## config.mk

```make
export PLATFORM = sky130hd
export DESIGN_NAME = cpu_sequencer
export DESIGN_NICKNAME = d
export VERILOG_FILES = /design/src/rtl/cpu_pkg.sv /design/src/rtl/cpu_regfile_4x8.sv /design/src/rtl/cpu_sequencer.sv
export SDC_FILE = /design/constraint.sdc
export NUM_CORES = 1
export LEC_CHECK = 0
export BUFFER_PORTS_ARGS = -buffer_cell sky130_fd_sc_hd__buf_2
export CAP_MARGIN = 5
export CELL_PAD_IN_SITES_DETAIL_PLACEMENT = 1
export CELL_PAD_IN_SITES_GLOBAL_PLACEMENT = 1
export CORE_ASPECT_RATIO = 0.7
export CORE_UTILIZATION = 43
export DETAILED_ROUTE_END_ITERATION = 12
export PLACE_DENSITY_LB_ADDON = 0.08
export SLEW_MARGIN = 10
export SYNTH_ARGS = -nofsm -noshare
export SYNTH_HDL_FRONTEND = slang
export SYNTH_HIERARCHICAL = 1
export SYNTH_SLANG_ARGS = --single-unit
```

## constraint.sdc

```tcl
create_clock -name clk -period 3.15 [get_ports clk]
set_input_delay 0.1575 -clock clk [delete_from_list [all_inputs] [get_ports clk]]
set_output_delay 0.1575 -clock clk [all_outputs]
set_load 0.02 [all_outputs]
```

## src/rtl/cpu_pkg.sv

```systemverilog
// Shared definitions for the sequencer: instruction layout, opcodes, FSM states.
package cpu_pkg;
    localparam int INSTR_W = 20;
    localparam int DATA_W  = 8;
    localparam int NREG    = 4;
    localparam int RIDX_W  = 2;

    localparam logic [2:0] OP_ADD = 3'd0;
    localparam logic [2:0] OP_SUB = 3'd1;
    localparam logic [2:0] OP_AND = 3'd2;
    localparam logic [2:0] OP_OR  = 3'd3;
    localparam logic [2:0] OP_XOR = 3'd4;
    localparam logic [2:0] OP_MUL = 3'd5;
    localparam logic [2:0] OP_DIV = 3'd6;
    localparam logic [2:0] OP_CMP = 3'd7;

    // [19] rsvd, [18:16] op, [15] halt, [14] imm_sel, [13:12] rd, [11:10] rs, [9:8] rsvd, [7:0] imm8
    localparam int OP_LSB   = 16;
    localparam int HALT_BIT = 15;
    localparam int IMM_BIT  = 14;
    localparam int RD_LSB   = 12;
    localparam int RS_LSB   = 10;
    localparam int IMM_LSB  = 0;

    typedef enum logic [2:0] {
        ST_IDLE   = 3'd0,
        ST_FETCH  = 3'd1,
        ST_DECODE = 3'd2,
        ST_EXEC   = 3'd3,
        ST_WB     = 3'd4,
        ST_HALTED = 3'd5
    } state_e;

    function automatic logic [RIDX_W-1:0] f_rd(input logic [INSTR_W-1:0] ir);
        return ir[RD_LSB +: RIDX_W];
    endfunction

    function automatic logic [RIDX_W-1:0] f_rs(input logic [INSTR_W-1:0] ir);
        return ir[RS_LSB +: RIDX_W];
    endfunction
endpackage

```

## src/rtl/cpu_regfile_4x8.sv

```systemverilog
// 4x8 register file: two async read ports, a debug read port, one sync write port.
module cpu_regfile_4x8
    import cpu_pkg::*;
(
    input  logic              clk,
    input  logic              rst_n,
    input  logic              i_we,
    input  logic [RIDX_W-1:0] i_waddr,
    input  logic [DATA_W-1:0] i_wdata,
    input  logic [RIDX_W-1:0] i_raddr_a,
    output logic [DATA_W-1:0] o_rdata_a,
    input  logic [RIDX_W-1:0] i_raddr_b,
    output logic [DATA_W-1:0] o_rdata_b,
    input  logic [RIDX_W-1:0] i_dbg_sel,
    output logic [DATA_W-1:0] o_dbg_rdata
);
    logic [NREG-1:0][DATA_W-1:0] r_mem;

    always_ff @(posedge clk or negedge rst_n) begin
        if (!rst_n)
            r_mem <= '0;
        else if (i_we)
            r_mem[i_waddr] <= i_wdata;
    end

    assign o_rdata_a   = r_mem[i_raddr_a];
    assign o_rdata_b   = r_mem[i_raddr_b];
    assign o_dbg_rdata = r_mem[i_dbg_sel];
endmodule

```

## src/rtl/cpu_sequencer.sv

```systemverilog
// Fetch/decode/execute/write-back controller driving an external 8-bit ALU.
module cpu_sequencer
    import cpu_pkg::*;
#(
    parameter int                ADDR_W     = 8,
    parameter logic [ADDR_W-1:0] START_ADDR = '0
) (
    input  logic               clk,
    input  logic               rst_n,
    input  logic               start,
    output logic               imem_req,
    output logic [ADDR_W-1:0]  imem_addr,
    input  logic [INSTR_W-1:0] imem_rdata,
    input  logic               imem_valid,
    output logic [2:0]         alu_opcode,
    output logic [DATA_W-1:0]  alu_a,
    output logic [DATA_W-1:0]  alu_b,
    input  logic [DATA_W-1:0]  alu_result,
    input  logic               alu_carry,
    output logic [ADDR_W-1:0]  pc,
    output logic               busy,
    output logic               done,
    output logic               flag_c,
    output logic               flag_z,
    input  logic [RIDX_W-1:0]  dbg_sel,
    output logic [DATA_W-1:0]  dbg_rdata
);
    state_e               r_state, w_next;
    logic [ADDR_W-1:0]    r_pc;
    logic [INSTR_W-1:0]   r_ir;
    logic [2:0]           r_opcode;
    logic [DATA_W-1:0]    r_alu_a, r_alu_b;
    logic                 r_flag_c, r_flag_z;
    logic [DATA_W-1:0]    w_rd_data, w_rs_data;
    logic                 w_we;
    logic                 w_unused_ir;

    assign w_we        = (r_state == ST_WB);
    assign w_unused_ir = ^{r_ir[INSTR_W-1], r_ir[9:8]};

    cpu_regfile_4x8 u_regfile (
        .clk         (clk),
        .rst_n       (rst_n),
        .i_we        (w_we),
        .i_waddr     (f_rd(r_ir)),
        .i_wdata     (alu_result),
        .i_raddr_a   (f_rd(r_ir)),
        .o_rdata_a   (w_rd_data),
        .i_raddr_b   (f_rs(r_ir)),
        .o_rdata_b   (w_rs_data),
        .i_dbg_sel   (dbg_sel),
        .o_dbg_rdata (dbg_rdata)
    );

    always_ff @(posedge clk or negedge rst_n) begin
        if (!rst_n)
            r_state <= ST_IDLE;
        else
            r_state <= w_next;
    end

    always_comb begin
        w_next = r_state;
        case (r_state)
            ST_IDLE, ST_HALTED: if (start) w_next = ST_FETCH;
            ST_FETCH:           if (imem_valid) w_next = ST_DECODE;
            ST_DECODE:          w_next = r_ir[HALT_BIT] ? ST_HALTED : ST_EXEC;
            ST_EXEC:            w_next = ST_WB;
            ST_WB:              w_next = ST_FETCH;
            default:            w_next = ST_IDLE;
        endcase
    end

    always_comb begin
        imem_req = (r_state == ST_FETCH);
        busy     = (r_state == ST_FETCH) || (r_state == ST_DECODE) ||
                   (r_state == ST_EXEC)  || (r_state == ST_WB);
        done     = (r_state == ST_HALTED);
    end

    // Operands load in DECODE, opcode one cycle later in EXEC, so the ALU inputs
    // are settled before the control unit sees the new opcode.
    always_ff @(posedge clk or negedge rst_n) begin
        if (!rst_n) begin
            r_pc     <= START_ADDR;
            r_ir     <= '0;
            r_opcode <= OP_ADD;
            r_alu_a  <= '0;
            r_alu_b  <= '0;
            r_flag_c <= 1'b0;
            r_flag_z <= 1'b0;
        end else begin
            case (r_state)
                ST_IDLE, ST_HALTED: if (start) r_pc <= START_ADDR;
                ST_FETCH:           if (imem_valid) r_ir <= imem_rdata;
                ST_DECODE: begin
                    r_alu_a <= w_rd_data;
                    r_alu_b <= r_ir[IMM_BIT] ? r_ir[IMM_LSB +: DATA_W] : w_rs_data;
                end
                ST_EXEC:            r_opcode <= r_ir[OP_LSB +: 3];
                ST_WB: begin
                    r_flag_c <= alu_carry;
                    r_flag_z <= (alu_result == '0);
                    r_pc     <= r_pc + ADDR_W'(1);
                end
                default: ;
            endcase
        end
    end

    assign imem_addr  = r_pc;
    assign pc         = r_pc;
    assign alu_opcode = r_opcode;
    assign alu_a      = r_alu_a;
    assign alu_b      = r_alu_b;
    assign flag_c     = r_flag_c;
    assign flag_z     = r_flag_z;
endmodule
```

==> metrics.md, run 1 <==
| Metric | Value |
|---|---|
| Result of the run | `finished clean` |
| Vias/cell | `about 5.4` |
| Number of design rule violations left after detail routing | `0` |
| Critical path class | `flop to flop` |
| Synthesis-stage register bit count | `81` |
| Clock buffers created by TritonCTS | `9` |
| Number of enable-type register cells in the synthesized netlist | `0` |
| Fill cell total of the finished layout | `949` |
| Detailed Route WL | `around 9.1 mm` |
| Transition time of the tightest slew-check pin | `about 950 ps` |
| Net count, final | `between 300 and 400` |
| Wire length of the first global-routing pass | `between 10 and 15 mm` |
| R2R depth | `4` |
| Share of the cycle needed by the critical path after routing | `a little over 70%` |
| CP arrival | `2480 ps` |
| Number of endpoints with negative hold slack in the final report | `0` |
| DRT Pass-1 Iters | `4` |
| Share of the yosys chip area belonging to registers | `around half` |
| Largest clock skew in the final design | `around 2.9 ps` |
| Overall via count from detail_route | `between 2000 and 3000` |
| Total routing resource utilization after global routing | `about a fifth` |
| Reg-to-reg critical path startpoint | `r_state[2]` |
| Number of violations reported at the end of detailed-routing iteration 0 | `about 140` |
| Avg Cell Area, Syn | `between 10 and 15 um^2` |
| Setup slack at placement | `about 900 ps` |
| Cells on Worst Hold Path | `2` |
| Register-to-Register Setup Slack | `approximately 890 ps` |
| Most used flip-flop cell after synthesis | `dfrtp_1` |
| Placeable Area | `9030 um^2` |
| Startpoint type of the worst setup path | `flop` |
| Die area | `about 9700 um^2` |
| Worst Slack Setup Final | `slightly below 900 ps` |
| Clock tree buffer depth | `2` |
| Hold/Removal Path Class | `input port to flop` |
| Clock slew seen by the registers of the worst setup and hold paths | `60 ps` |
| Clock tree from TritonCTS | `yes` |
| Standard-cell rows | `29` |
| Total I/O pin count | `a little over 80` |
| Synth top area cells | `dfrtp_1, mux2_2, mux4_2` |
| Clock H-tree levels | `3` |
| Dominant cell type by area after synthesis | `dfrtp_1` |
| Placed cell areas | `4430 um^2` |
| Floorplan die height | `82.7 um` |
| Shortest period the worst path allows | `about 2300 ps` |
| Post-Route Utilization | `a little over half` |
| Sink count of the clock tree | `between 80 and 90` |
| Count of input and output buffers | `about 80` |
| Maximum number of pins on one net before global-route repair | `34` |
| Static Leakage | `roughly 0.0021 uW` |
| Hold wc startpoint | `imem_rdata[15]` |
| Setup TNS after final layout | `0 ps` |
| Worst-path maximum fanout | `10` |
| Number of maximum-capacitance violations | `0` |
| Number of antenna-violating nets in the routed design | `0` |
| Post-Synthesis Net Count | `between 300 and 400` |
| Fmax achieved | `~440 MHz` |
| Number of max-slew violations in the final report | `0` |
| Synth top cells by count | `dfrtp_1, mux2_2, mux4_2, nor2_1, a21oi_1` |
| Setup Viol. Count Final | `0` |
| Wire length per cell after detailed routing | `around 19 um` |
| Post-Syn Instances | `about 280` |
| Hold Crit Endpoint | `r_ir[15]` |
| Combined area of all synthesized cells | `~4000 um^2` |
| Rel. slew slack | `a little over a third` |
| Post-synth top area share | `between 50% and 60%` |
| Finished Cell Area | `about 4800 um^2` |
| Number of diodes added for antenna fixing | `0` |
| Die Width | `~120 um` |
| Most common cell in the synthesized netlist | `dfrtp_1` |
| Yosys warning count | `6` |
| Share of flip-flops with an asynchronous set or reset after synthesis | `100%` |
| Via count of the first global-routing pass | `2589` |
| Layout-stage area growth over the synthesis result | `18.8%` |
| Final Hold Slack | `60.1 ps` |
| Total area of multi-input combinational cells | `about 1800 um^2` |
| Overflow left after global routing | `0` |
| Kind of end point of the critical path | `flop` |
| Reg-to-reg critical path endpoint | `u_regfile/r_mem[1]` |
| Data required, critical path | `around 3400 ps` |
| Post-synth cell types | `39` |
| Worst vdd rail ir drop | `462 uV` |
| Global placer's final weighted congestion | `between 0.7 and 0.8` |
| RSZ-0062 raised after global routing | `no` |
| Clock insertion delay at the later pin of the skew report | `between 300 and 400 ps` |
| Detail Placement HPWL | `roughly 6.3 mm` |
| Flip-flop and latch area | `around 2000 um^2` |
| Power per cell area | `between 1000 and 1500 nW/um^2` |
| Root buffer cell | `clkbuf_16` |
| Share of layout cells above drive strength 1 | `53.6%` |
| Effective utilization at floorplan | `between 40 and 50%` |
| Antenna violations before repair | `0` |
worst max-delay path, stage by stage, from the launching register on:
cell and delay, ps:
dfrtp_1 540, or3b_4 460, inv_1 250, nor3b_4 490, mux2_2 400
layout make-up:
type | instances | area share [%]
clock buffer | 12 | 5.61
multi-input combinational | 167 | 37.4
sequential | 81 | 42.6
tap | 124 | 3.26
inverter | 10 | 0.789
timing repair buffer | 84 | 9.21
clock inverter | 4 | 1.05
layer usage:
| layer | up-vias | track usage [%] | routed length (um) |
|---|---|---|---|
| met1 | 1340 | 28.9 | 4370 |
| met2 | 65 | 31.5 | 4120 |
| li1 | 1185 | - | - |
| met4 | 0 | 4.56 | 80 |
| met3 | 9 | 5.47 | 509 |
| met5 | - | 0 | 0 |
cell usage in the layout, fill, tap and decap left out, types with 2 or more instances in the layout:
| master | synthesis | final |
|---|---|---|
| dfrtp_1 | 81 | 81 |
| buf_2 | 5 | 78 |
| mux2_2 | 61 | 61 |
| mux4_2 | 24 | 24 |
| nor2_1 | 14 | 14 |
| a21oi_1 | 12 | 12 |
| inv_1 | 10 | 10 |
| mux2i_1 | 9 | 9 |
| clkbuf_16 | 0 | 9 |
| nand3_1 | 5 | 5 |
| buf_4 | 11 | 5 |
| nor2b_1 | 4 | 4 |
| nand2_1 | 4 | 4 |
| nand2b_1 | 3 | 3 |
| o211ai_1 | 3 | 3 |
| o21ai_0 | 3 | 3 |
| clkbuf_8 | 0 | 3 |
| o32ai_1 | 2 | 2 |
| nor4_1 | 2 | 2 |
| clkinvlp_4 | 0 | 2 |
| nand3b_2 | 2 | 2 |
registers in the layout, summed over array words and instances (netlist names):
name,flops
flag_c,1
alu_b,8
alu_opcode,3
r_ir,17
alu_a,8
flag_z,1
imem_addr,8
r_state,3
u_regfile/r_mem,32
worst max-delay path by stage:
stage,slack (ps),depth (start not counted),end,from
after floorplan,1140,6,r_ir[10],r_state[2]
final,890,4,u_regfile/r_mem[1],r_state[2]
after CTS,880,4,u_regfile/r_mem[1],r_state[2]
after global routing,790,4,u_regfile/r_mem[3],r_state[2]
after global placement,900,4,u_regfile/r_mem[1],r_state[2]
after detailed placement,890,4,u_regfile/r_mem[1],r_state[2]
logic make-up after synthesis:
group	share of synthesized area, %
mux	32.9
simple gates	6.72
compound gates	4.32
buf+inv	4.85
fa+ha+maj	0.313
xor+xnor	0.219
flops	50.7
power breakdown:
| group | internal (uW) | switching [uW] |
|---|---|---|
| sequential | 1530 | 554 |
| clock | 677 | 408 |
| combinational | 1130 | 940 |
through the flow:
stage	std cells	power, uW
2_1_floorplan	281	3600
3_3_place_gp	465	4120
3_5_place_dp	465	4190
4_1_cts	482	5310
5_1_grt	482	5600
6_report	482	5240
repair_timing:
item                      in CTS  in global routing
resized for setup              0                  0
setup buffers                  0                  0
hold endpoints to repair      31                  0
hold buffers                   1                  0
(Power assumes the default switching activity.)
==> inputs of run 2 (changes only) <==
CORE_UTILIZATION = 40   (was 43)
clock period = 1.8 ns   (was 3.15 ns; I/O delays follow)
==> run 2 against run 1 <==
Against the previous run:
- combinational power grew 100%
- count of clock-buffer cells in the layout increased by 1
- clock skew up 1.8 ps
- flip-flop and latch count unchanged
- die area is 7.3% higher
- final cell count up 6.4%
- via count grew 1.7%
- register-to-register slack got worse by 810 ps
- hold slack worse by 51 ps
- critical endpoint unchanged
- largest cell class unchanged
- largest power group is now combinational cells
- highest routed layer unchanged
==> metrics.md, run 2 (synthesis gave the netlist of run 1 again) <==
| Metric | Value |
|---|---|
| Standard-cell rows | `30 (+3.4%)` |
| Reg-to-reg critical path endpoint | `u_regfile/r_mem[1]` |
| Crit path largest cell delay | `440 ps (-100 ps)` |
| Clock buffers created by TritonCTS | `9 (unchanged)` |
| Flip-flop and latch area | `2030 um^2 (unchanged)` |
| Count of buffering cells on the critical path with inverters included | `2 (+1)` |
| CP arrival | `1940 ps (-540 ps)` |
| DRT Pass-1 Iters | `4 (unchanged)` |
| RSZ-0062 raised after global routing | `no` |
| Sink count of the clock tree | `81 (unchanged)` |
| R2R depth | `5 (+1)` |
| Shortest period the worst path allows | `1720 ps (-544 ps)` |
| Rel. slew slack | `67.2% (+31 points)` |
| Most frequent cells in the layout | `dfrtp_1, buf_2, mux2_2` |
| Die area | `10400 um^2 (+7.3%)` |
| Detailed Route WL | `9.58 mm (+5.5%)` |
| Largest registers | `u_regfile/r_mem: 32 flops, r_ir: 17 flops` |
| Antenna violations before repair | `0 (unchanged)` |
| Critical path class | `flop to flop` |
| Root buffer cell | `clkbuf_16` |
| Placeable Area | `9720 um^2 (+7.6%)` |
| Net count, final | `416 (+6.9%)` |
| Global placer's final weighted congestion | `0.750 (+2.5%)` |
| Post-Route Utilization | `51.8% (-0.86 points)` |
| Hold/Removal Path Class | `input port to flop` |
| Vias/cell | `5.15 (-4.5%)` |
| Final Hold Slack | `9.55 ps (-50.6 ps)` |
| Detail Placement HPWL | `6.71 mm (+6.1%)` |
| Worst-path maximum fanout | `6 (-4)` |
| Clock insertion delay at the later pin of the skew report | `330 ps (about the same)` |
| Transition time of the tightest slew-check pin | `492 ps (-460 ps)` |
| Number of endpoints with negative hold slack in the final report | `0 (unchanged)` |
| Number of diodes added for antenna fixing | `0 (unchanged)` |
| Number of violations reported at the end of detailed-routing iteration 0 | `101 (-30%)` |
| Hold wc startpoint | `imem_rdata[13]` |
| Hold Crit Endpoint | `r_ir[13]` |
| Total I/O pin count | `83 (unchanged)` |
| Max reg flops | `32 (unchanged)` |
| Total area of multi-input combinational cells | `1790 um^2 (+0.49%)` |
| Overflow left after global routing | `0 (unchanged)` |
| Share of the cycle needed by the critical path after routing | `95.5% (+24 points)` |
| Clock slew seen by the registers of the worst setup and hold paths | `60 ps (about the same)` |
| Data required, critical path | `2020 ps (-1340 ps)` |
| Static Leakage | `0.00226 uW (+6.5%)` |
| Effective utilization at floorplan | `41.2% (-3.1 points)` |
| Fill cell total of the finished layout | `987 (+4.0%)` |
| Clock H-tree levels | `3 (unchanged)` |
| Power per cell area | `1880 nW/um^2 (+70%)` |
| Via count of the first global-routing pass | `2672 (+3.2%)` |
| Cells on Worst Hold Path | `2 (unchanged)` |
| Clock tree buffer depth | `2 (unchanged)` |
| Startpoint type of the worst setup path | `flop` |
| Top Family by Delay on Critical Path | `simple AND/OR/NAND/NOR gates` |
| Number of antenna-violating nets in the routed design | `0 (unchanged)` |
| Layout-stage area growth over the synthesis result | `25.8%` |
| Register-to-Register Setup Slack | `80 ps (-810 ps)` |
| Post-layout total power | `9460 uW (+80%)` |
| Overall via count from detail_route | `2643 (+1.7%)` |
| Wire length of the first global-routing pass | `15.4 mm (+9.6%)` |
| Number of design rule violations left after detail routing | `0 (unchanged)` |
| Slowest stage cell on the critical path | `or3b_4` |
| Fmax achieved | `582 MHz (+32%)` |
| Reg-to-reg critical path startpoint | `r_state[1]` |
| Placed cell areas | `4590 um^2 (+3.6%)` |
| Result of the run | `finished clean` |
| Most common library cell in the layout ignoring fill and taps | `dfrtp_1` |
| Worst vdd rail ir drop | `650 uV (+41%)` |
| Largest clock skew in the final design | `4.63 ps (+1.78 ps)` |
| Maximum number of pins on one net before global-route repair | `47 (+38%)` |
| Crit-path cells | `or3b_4, inv_4, nor3b_4, buf_4, mux2_2` |
| Kind of end point of the critical path | `flop` |
| Finished Cell Area | `5030 um^2 (+5.8%)` |
| Register ranked first by flip-flop count | `u_regfile/r_mem` |
| Setup Viol. Count Final | `0 (unchanged)` |
| Clock tree from TritonCTS | `yes` |
| Floorplan die height | `85.7 um (+3.6%)` |
| Wire length per cell after detailed routing | `18.7 um (-0.91%)` |
| Share of layout cells above drive strength 1 | `53.0% (-0.64 points)` |
| Count of input and output buffers | `79 (unchanged)` |
| Number of max-slew violations in the final report | `0 (unchanged)` |
| Total routing resource utilization after global routing | `20.2% (-0.22 points)` |
| Die Width | `122 um (+3.6%)` |
| Post-CTS setup buffers | `0 (unchanged)` |
| Number of maximum-capacitance violations | `0 (unchanged)` |
run 2: how the worst max path moves through the flow:
stage / startpoint / endpoint / depth (start not counted)
2_1_floorplan: r_state[0] / u_regfile/r_mem[1] / 6
3_3_place_gp: r_state[1] / u_regfile/r_mem[1] / 5
3_5_place_dp: r_state[1] / u_regfile/r_mem[7] / 5
4_1_cts: r_state[1] / u_regfile/r_mem[7] / 5
5_1_grt: r_state[1] / u_regfile/r_mem[7] / 5
6_report: r_state[1] / u_regfile/r_mem[1] / 5
run 2: cell type report:
cell class                 instances  area share (%)
inverter                          10           0.796
clock buffer                      13            4.97
clock inverter                     3           0.796
sequential                        81            40.3
timing repair buffer             111            14.4
multi-input combinational        167            35.6
tap                              128            3.18
run 2: through the flow:
stage	setup slack, ps	setup TNS [ps]	std cells
after floorplan	-132	-1010	281
after global placement	61.0	0	482
after detailed placement	52.5	0	482
after CTS	37.2	0	513
after global routing	9.13	0	513
final	80.7	0	513
run 2: where the power goes:
group,internal (uW),switching (uW)
clock network,1110,690
registers,2680,747
logic,2240,1990
total,6030,3420
run 2: metal layers:
| layer | GRT usage (%) | routed length (um) |
|---|---|---|
| met2 | 29.1 | 4220 |
| met4 | 6.40 | 118 |
| met1 | 29.9 | 4810 |
| met3 | 4.99 | 424 |
| met5 | 0 | 0 |
run 2: what timing repair did:
item,in CTS,in global routing
endpoints found under the setup margin,0,7
endpoints found under the hold margin,49,0
gates resized for setup,0,1
hold buffers,15,0
run 2: worst register-to-register path, stage by stage, from the launching register on:
cell and delay [ps]:
dfrtp_1 370, or3b_4 440, inv_4 100, nor3b_4 200, buf_4 170, mux2_2 320
==> inputs of run 3 (changes only) <==
CAP_MARGIN = unset   (was 5)
REMOVE_ABC_BUFFERS = 1   (was unset)
==> run 3 against run 2 <==
Against the previous run:
- highest routed layer unchanged
- design area increased by 0.99%
- die area unchanged
- hold slack improved by 7.2 ps
- total power rose by 1.4%
- wire length rose by 1.0%
- register-to-register slack got worse by 40 ps
- count of clock-buffer cells in the layout decreased by 3
- final cell count up 0.19%
- first-iteration DRC count shrank 15%
- sequential share of layout area down 0.40 points
==> metrics.md, run 3 (synthesis gave the netlist of run 1 again) <==
| Metric | Value |
|---|---|
| Most frequent cells in the layout | `dfrtp_1, buf_2, mux2_2` |
| Slowest stage cell on the critical path | `or3b_4` |
| Clock insertion delay at the later pin of the skew report | `330 ps (about the same)` |
| Flip-flop and latch area | `2030 um^2 (unchanged)` |
| Root buffer cell | `clkbuf_16` |
| Clock tree buffer depth | `2 (unchanged)` |
| Most common library cell in the layout ignoring fill and taps | `dfrtp_1` |
| Overflow left after global routing | `0 (unchanged)` |
| Shortest period the worst path allows | `1760 ps (+43.0 ps)` |
| Overall via count from detail_route | `2700 (+2.2%)` |
| Reg-to-reg critical path startpoint | `r_state[0]` |
| Top Family by Delay on Critical Path | `simple AND/OR/NAND/NOR gates` |
| Register ranked first by flip-flop count | `u_regfile/r_mem` |
| Detail Placement HPWL | `6.66 mm (-0.66%)` |
| Layout-stage area growth over the synthesis result | `27.0%` |
| DRT Pass-1 Iters | `4 (unchanged)` |
| Max reg flops | `32 (unchanged)` |
| Crit path largest cell delay | `420 ps (-20 ps)` |
| Fmax achieved | `567 MHz (-2.4%)` |
| RSZ-0062 raised after global routing | `yes` |
| Clock slew seen by the registers of the worst setup and hold paths | `60 ps (about the same)` |
| Rel. slew slack | `62.8% (-4.4 points)` |
| Setup Viol. Count Final | `0 (unchanged)` |
| Clock tree from TritonCTS | `yes` |
| Total area of multi-input combinational cells | `1790 um^2 (about the same)` |
| Crit-path cells | `or3b_4, clkinvlp_4, nor3b_4, buf_6, mux2_2` |
| Placeable Area | `9720 um^2 (unchanged)` |
| Fill cell total of the finished layout | `982 (-0.51%)` |
| Final Hold Slack | `16.8 ps (+7.20 ps)` |
| Via count of the first global-routing pass | `2791 (+4.5%)` |
| Detailed Route WL | `9.67 mm (+1.0%)` |
| Hold/Removal Path Class | `input port to flop` |
| Effective utilization at floorplan | `41.2% (unchanged)` |
| Wire length of the first global-routing pass | `15.5 mm (+1.0%)` |
| Static Leakage | `0.00227 uW (+0.43%)` |
| Antenna violations before repair | `0 (unchanged)` |
| Wire length per cell after detailed routing | `18.8 um (+0.83%)` |
| Data required, critical path | `2010 ps (about the same)` |
| Share of layout cells above drive strength 1 | `53.1% (+0.12 points)` |
| Worst setup path startpoint | `r_state[0]` |
| Number of antenna-violating nets in the routed design | `0 (unchanged)` |
| Count of buffering cells on the critical path with inverters included | `2 (unchanged)` |
| Worst-path maximum fanout | `5 (-1)` |
| Share of the cycle needed by the critical path after routing | `97.9% (+2.4 points)` |
| CP arrival | `1970 ps (+30 ps)` |
| Kind of end point of the critical path | `flop` |
| Number of maximum-capacitance violations | `0 (unchanged)` |
| Number of max-slew violations in the final report | `0 (unchanged)` |
| Sink count of the clock tree | `81 (unchanged)` |
| Vias/cell | `5.25 (+2.0%)` |
| Clock H-tree levels | `3 (unchanged)` |
| Net count, final | `419 (+0.72%)` |
| Number of endpoints with negative hold slack in the final report | `0 (unchanged)` |
| Power per cell area | `1890 nW/um^2 (+0.45%)` |
| Die Width | `122 um (unchanged)` |
| Hold wc startpoint | `imem_rdata[5]` |
| Maximum number of pins on one net before global-route repair | `36 (-23%)` |
| Transition time of the tightest slew-check pin | `558 ps (+65.3 ps)` |
| Startpoint type of the worst setup path | `flop` |
| Critical path class | `flop to flop` |
| Clock buffers created by TritonCTS | `9 (unchanged)` |
| Standard-cell rows | `30 (unchanged)` |
| Number of diodes added for antenna fixing | `0 (unchanged)` |
| Number of violations reported at the end of detailed-routing iteration 0 | `86 (-15%)` |
| Number of design rule violations left after detail routing | `0 (unchanged)` |
| Total I/O pin count | `83 (unchanged)` |
| Result of the run | `finished clean` |
| Worst vdd rail ir drop | `873 uV (+34%)` |
| Global placer's final weighted congestion | `0.738 (-1.6%)` |
| Floorplan die height | `85.7 um (unchanged)` |
| Setup TNS after final layout | `0 ps (unchanged)` |
| Largest registers | `u_regfile/r_mem: 32 flops, r_ir: 17 flops` |
| Largest clock skew in the final design | `5.05 ps (+0.417 ps)` |
| Total routing resource utilization after global routing | `20.5% (+0.25 points)` |
| Die area | `10400 um^2 (unchanged)` |
| Count of input and output buffers | `79 (unchanged)` |
run 3: cell count changes in the layout (fill, tap and decap cells not counted), sizes merged:
cell / delta
clkinvlp: +1
bufinv: +1
buf: +2
clkbuf: -3
inv: -1
dlygate4sd3: +1
run 3: worst paths after layout:
check                                           end  slack [ps]  cells after the start
worst min-delay path                        r_ir[5]          20                      2
worst max register to register   u_regfile/r_mem[4]          40                      5
worst min register to register               flag_c         500                      1
worst max-delay path             u_regfile/r_mem[4]          40                      5
max in group asynchronous       u_regfile/r_mem[25]         970                      3
min in group asynchronous             alu_opcode[1]         230                      2
run 3: stage by stage:
step / power, uW / util (%) / cells / worst slack [ps] / area, um^2
2_1_floorplan: 6090 / - / 258 / -346 / 3840
3_3_place_gp: 7550 / 47.2 / 482 / 17.7 / 4590
3_5_place_dp: 7680 / 47.2 / 482 / -15.6 / 4590
4_1_cts: 9670 / 52.1 / 513 / 20.0 / 5060
5_1_grt: 10200 / 52.3 / 514 / -5.12 / 5080
6_report: 9600 / 52.3 / 514 / 37.7 / 5080
run 3: routing by layer:
| layer | wire (um) | track usage, % | up-vias |
|---|---|---|---|
| met1 | 4860 | 29.9 | 1381 |
| met4 | 81 | 4.71 | 0 |
| met5 | 0 | 0 | - |
| met2 | 4360 | 30.3 | 53 |
| li1 | - | - | 1256 |
| met3 | 373 | 5.52 | 10 |
run 3: power breakdown:
part           internal, uW  switching (uW)
Clock                  1190             679
Combinational          2260            1990
Sequential             2680             789
Total                  6140            3460
run 3: what timing repair did:
| item | CTS | global route |
|---|---|---|
| hold endpoints to repair | 42 | 0 |
| endpoints found under the setup margin | 8 | 6 |
| hold buffers | 16 | 0 |
| buffers inserted | 1 | 1 |
| resized for setup | 1 | 2 |
run 3: cell type report:
| class | instances | share of cell area (%) |
|---|---|---|
| sequential | 81 | 39.9 |
| multi-input combinational | 167 | 35.2 |
| timing repair buffer | 114 | 15.1 |
| clock buffer | 10 | 4.51 |
| tap | 128 | 3.15 |
| clock inverter | 4 | 1.38 |
| inverter | 10 | 0.812 |
